## config.mk

```make
export PLATFORM = sky130hd
export DESIGN_NAME = axis2mat_unpack
export DESIGN_NICKNAME = d
export VERILOG_FILES = /design/src/rtl/pp_stream_pkg.sv /design/src/rtl/axis2mat_bitbuf.sv /design/src/rtl/axis2mat_unpack.sv
export SDC_FILE = /design/constraint.sdc
export NUM_CORES = 1
export LEC_CHECK = 0
export BUFFER_PORTS_ARGS = -buffer_cell sky130_fd_sc_hd__buf_2
export CAP_MARGIN = 20
export CORE_UTILIZATION = 35
export DETAILED_ROUTE_END_ITERATION = 10
export PLACE_DENSITY_LB_ADDON = 0.05
export SYNTH_ARGS = -nofsm -noshare
export SYNTH_HDL_FRONTEND = slang
export SYNTH_SLANG_ARGS = --single-unit
```

## constraint.sdc

```tcl
create_clock -name ap_clk -period 9.5 [get_ports ap_clk]
set_clock_uncertainty 0.05 [all_clocks]
set_input_delay 1.9 -clock ap_clk [delete_from_list [all_inputs] [get_ports ap_clk]]
set_output_delay 1.9 -clock ap_clk [all_outputs]
set_load 0.02 [all_outputs]
```

## src/rtl/pp_stream_pkg.sv

```systemverilog
// pp_stream_pkg: shared widths and block FSM state for the Mat/AXI-stream packer and unpacker
package pp_stream_pkg;
  localparam int PIX_W = 24;
  localparam int WORD_W = 64;
  localparam int BUF_W = PIX_W + WORD_W;
  localparam int CNT_W = $clog2(BUF_W);
  localparam int ROWS_W = 16;
  localparam int COLS_W = 32;
  typedef enum logic [1:0] {IDLE, RUN, DONE} state_t;
endpackage

```

## src/rtl/axis2mat_bitbuf.sv

```systemverilog
// axis2mat_bitbuf: residue bit buffer; pixels leave from bit 0, words append above the valid bits
module axis2mat_bitbuf
  import pp_stream_pkg::*;
(
  input  logic              ap_clk,
  input  logic              ap_rst_n,
  input  logic              clr,
  input  logic              emit,
  input  logic              rd,
  input  logic [WORD_W-1:0] word,
  output logic [PIX_W-1:0]  pix,
  output logic              avail,
  output logic              room
);
  logic [BUF_W-1:0] bits, shifted;
  logic [CNT_W-1:0] cnt, cnt_after;
  always_comb begin
    cnt_after = emit ? cnt - CNT_W'(PIX_W) : cnt;
    shifted = emit ? bits >> PIX_W : bits;
    pix = bits[PIX_W-1:0];
    avail = cnt >= CNT_W'(PIX_W);
    room = cnt_after < CNT_W'(PIX_W);
  end
  // bits above cnt are always zero, so a new word can be OR-ed in place
  always_ff @(posedge ap_clk or negedge ap_rst_n)
    if (!ap_rst_n) begin
      bits <= '0;
      cnt <= '0;
    end else if (clr) begin
      bits <= '0;
      cnt <= '0;
    end else begin
      bits <= rd ? shifted | (BUF_W'(word) << cnt_after) : shifted;
      cnt <= rd ? cnt_after + CNT_W'(WORD_W) : cnt_after;
    end
endmodule

```

## src/rtl/axis2mat_unpack.sv

```systemverilog
// axis2mat_unpack: unpacks contiguously packed 64-bit ldata words into 24-bit pixels for a rows x cols frame
module axis2mat_unpack
  import pp_stream_pkg::*;
(
  input  logic              ap_clk,
  input  logic              ap_rst_n,
  input  logic              ap_start,
  output logic              ap_ready,
  output logic              ap_done,
  output logic              ap_idle,
  input  logic              ap_continue,
  input  logic [ROWS_W-1:0] rows,
  input  logic [COLS_W-1:0] cols,
  input  logic [WORD_W-1:0] ldata_dout,
  input  logic              ldata_empty_n,
  output logic              ldata_read,
  output logic [PIX_W-1:0]  in_mat_data_din,
  input  logic              in_mat_data_full_n,
  output logic              in_mat_data_write
);
  state_t state, nxt;
  logic [ROWS_W-1:0] rows_r, row;
  logic [COLS_W-1:0] cols_r, col;
  logic fin, last, col_end, emit, rd, avail, room, accept;
  logic [PIX_W-1:0] pix;
  always_comb begin
    accept = (state == IDLE) && ap_start;
    col_end = col == cols_r - COLS_W'(1);
    last = (row == rows_r - ROWS_W'(1)) && col_end;
    emit = (state == RUN) && avail && in_mat_data_full_n && !fin;
    rd = (state == RUN) && ldata_empty_n && room && !fin && !(emit && last);
    nxt = state == IDLE ? (ap_start ? ((rows == '0 || cols == '0) ? DONE : RUN) : IDLE) :
          state == RUN  ? (fin ? DONE : RUN) :
                          (ap_continue ? IDLE : DONE);
  end
  assign ldata_read = rd;
  axis2mat_bitbuf u_buf (
    .ap_clk   (ap_clk),
    .ap_rst_n (ap_rst_n),
    .clr      (state != RUN || fin),
    .emit     (emit),
    .rd       (rd),
    .word     (ldata_dout),
    .pix      (pix),
    .avail    (avail),
    .room     (room)
  );
  // fin marks that the last pixel has been emitted; the frame ends the following cycle
  always_ff @(posedge ap_clk or negedge ap_rst_n)
    if (!ap_rst_n) begin
      state <= IDLE;
      ap_ready <= 1'b0;
      ap_done <= 1'b0;
      ap_idle <= 1'b1;
      in_mat_data_write <= 1'b0;
      in_mat_data_din <= '0;
      rows_r <= '0;
      cols_r <= '0;
      row <= '0;
      col <= '0;
      fin <= 1'b0;
    end else begin
      state <= nxt;
      ap_ready <= accept;
      ap_done <= nxt == DONE;
      ap_idle <= nxt == IDLE;
      in_mat_data_write <= emit;
      if (emit) in_mat_data_din <= pix;
      if (accept) begin
        rows_r <= rows;
        cols_r <= cols;
        row <= '0;
        col <= '0;
        fin <= 1'b0;
      end else if (emit) begin
        col <= col_end ? '0 : col + COLS_W'(1);
        row <= col_end ? row + ROWS_W'(1) : row;
        fin <= last;
      end
    end
endmodule

```

==> impl_results.md <==
* # setup viols final at 0
* Fill cells at 3987
* Vias at 12574
* Synth area leader: dfrtp_1
* Clock latency on the worst-skew pair at 540 ps
* Antenna violations before repair at 0
* Peak VDD IR at 108.1 uV
* Max-slew headroom at 36.14%
* CP Launch Type: input port
* Most common cell in the synthesized netlist: nand2_1
* Peak Freq at 149.1 MHz
* Crit Path Max Fanout at 33
* Fin Setup TNS at 0 ps
* Number of synthesized flops with an enable pin at 0
* Yosys warnings at 0
* Leak Pwr at 0.007129 uW
* Slew Limit Fails at 0
* Largest delay share family, worst path: simple AND/OR/NAND/NOR gates
* HP Class: flip-flop to flip-flop
* Gate Count Post-Synth at 1642
* Gr ovfl total at 0
* Hold WS at 408.3 ps
* Drt first pass iters at 5
* PwrDens at 285.1 mW/mm2
* GR Util All Layers at 22.18%
* N_diodes at 0
* Synth cell count leaders: nand2_1, dfrtp_1, mux2i_1, clkbuf_1, nand3_1
* Initial Util at 35.90%
* CTS tree: done
* First-pass GRT wire length at 71750 um
* Crit path cell chain: buf_2, nand3_2, inv_2, nand2_1, and2_1, o211ai_1, buf_4, or2_2, nor2_1, buf_2
* Main combinational cell family by area after synthesis: simple AND/OR/NAND/NOR gates
* PortBufs at 146
* Layout cells sized above 1 at 16.13%
* DR iter-0 viols at 956
* Clock-pin slew on the worst setup and hold paths at 60 ps
* Outcome: completed
* Boundary pin count at 147
* Post-CTS Resized at 0
* Met2 wire len at 21070 um
* Max-cap violations at 0
* CP arrival at 4760 ps
* Yosys top cell area share at 38.87%
* # hold bufs at CTS at 0
* Sink Count at 219
* Internal at 2613 uW
* Simple-Gate Fraction of Synth Area at 24.98%
* # Post-CTS Setup Buffers at 0
* Area contributors post-synth: dfrtp_1, nand2_1, mux2i_1, xnor2_1, clkbuf_1
* Switch Pwr at 1968 uW
* Worst EP required at 7550 ps
* Sequential Power Share at 33.0%
* #FFs+latches synth at 219
* Synth Area in Compound Gates at 14.40%
* Largest net degree at the start of global routing at 97
* Top_reg_cell synth: dfrtp_1
* # DRC at 0
* Seq/Total Area, Yosys at 39.05%
* Sw frac at 42.97%
* Final GP Congestion at 0.8461
* Max layer used: met4
* Hold Fails Final Rpt at 0
* Asr flop ratio synth at 100.0%
* CP max stage cell: or2_2
* CP bufs+invs at 4
* Mapped Area at 0.01404 mm2
* Final core occ at 41.11%
* Core Rows at 72
* Fin nets at 1839
* Library cells used by synthesis at 79
* Combinational power share at 43.4%
* Clk root buf: clkbuf_16
* Critical path's most frequent cell: buf_2
* Clock period minus final worst setup slack at 6705 ps
* Synth Net Count at 1765
* CTS Buf Count at 27
* Critical path class: input port to output pin
* Wl on met1 at 21700 um
* Chip height at 202.3 um
* Crit-path max cell delay at 660 ps
* Xor and xnor area share after synthesis at 4.368%
* Core area at 0.03910 mm2
* Die area at 0.04091 mm2
* Critical Path Sink Type: output pin
* DRT Wirelength at 45860 um
* Clock share of power at 23.6%
* Vias per Instance at 5.579
* Power Total at 4581 uW
* CTS H-tree lvls at 1
* Part of the cycle the worst path needs at 70.58%
* Mean Syn Cell Area at 8.548 um2
* Area growth, synth to finish at 14.50%
* Worst-Margin Slew at 956.8 ps
* Remaining antenna violation count after routing at 0
* Area share of fa/ha/maj cells after synthesis at 0.4457%
* Routed wire per std cell at 20.35 um
* HPWL after DPL at 32220 um
* Met3 wire length at 2264 um
* Die W at 202.3 um
* Mux share of post-synthesis cell area at 12.34%
* Max Root-Sink Buffers at 3
* Vias in the first global route at 12068
* RSZ-0062 raised after global routing: no
-- tightest hold or removal path, delay by kind of cell (launching register included) --
family        cells  cell delay, ps
flops             1             340
simple gates      2             100
-- layout make-up --
class                           count  area [um2]  area share, %
Clock buffer                       38       757.0          4.710
Clock inverter                     11       161.4          1.004
Inverter                           27       101.3         0.6306
Multi-Input combinational cell   1270        7993          49.73
Sequential cell                   219        5483          34.11
Tap cell                          518       648.1          4.033
Timing Repair Buffer              171       928.4          5.777
-- cells in the final DEF (no fill, tap or decap), types with 6 or more instances in the layout --
master	count
nand4_1	30
nor2b_1	8
a221oi_1	8
o21ai_0	55
mux2i_1	128
or2_2	6
a31oi_1	17
buf_4	25
xnor2_1	42
nand3_1	60
nor3_1	33
o31ai_1	8
a211oi_1	17
nand3b_1	7
o22ai_1	39
o311ai_0	7
o211ai_1	18
dfrtp_1	217
o32ai_1	17
a21oi_1	52
clkbuf_16	27
clkbuf_1	7
xor2_1	26
mux2_2	22
nand2b_1	16
nand2_1	404
or3_1	19
buf_2	145
and3_1	20
nor2_1	49
mux4_2	9
nor4_1	32
inv_1	25
or4_1	17
a41o_1	9
-- kinds of logic (layout without fill, tap and decap cells) --
family	after synthesis	after routing
fa+ha+maj	5	5
xor+xnor	70	70
mux	159	159
flops	219	219
buf+inv	153	247
simple gates	740	740
compound gates	296	296
-- path summary, 6_finish.rpt --
kind | startpoint | end | slack, ps | cells after the start
max | in_mat_data_full_n | ldata_read | 2790 | 10
min reg2reg | u_buf.bits[3] | in_mat_data_din[3] | 410 | 2
max in group asynchronous | ap_rst_n | rows_r[10] | 6700 | 2
min in group asynchronous | ap_rst_n | cols_r[3] | 1330 | 1
max reg2reg | cols_r[11] | u_buf.bits[64] | 4890 | 9
min | u_buf.bits[3] | in_mat_data_din[3] | 410 | 2
-- power by group through the flow --
stage	logic, uW	registers, uW	clock network (uW)
2_1_floorplan	1420	1450	0
3_3_place_gp	1980	1520	0
3_5_place_dp	1990	1520	0
4_1_cts	2000	1510	1110
5_1_grt	2190	1560	1140
6_report	1990	1510	1080
-- routing by layer --
metal  GRT usage (%)  vias to the layer above
met5               0                        -
met4           4.834                        0
met3           2.838                       52
met2           35.56                      340
met1           31.76                     6106
li1                -                     6076
-- registers in the layout, indices dropped and copies added, names as in the netlist --
signal / cells
in_mat_data_write: 1
state: 2
ap_idle: 1
col: 32
in_mat_data_din: 24
u_buf.bits: 88
ap_ready: 1
fin: 1
rows_r: 16
row: 16
cols_r: 32
ap_done: 1
u_buf.cnt: 4
-- per-stage QoR --
step,worst slack (ps),area [um2],std cells
6_report,2795,16070,2254
5_1_grt,2525,16070,2254
4_1_cts,2782,16070,2254
2_1_floorplan,3616,14040,1642
3_5_place_dp,2798,15150,2205
3_3_place_gp,2841,15150,2205
(Power assumes the default switching activity.)
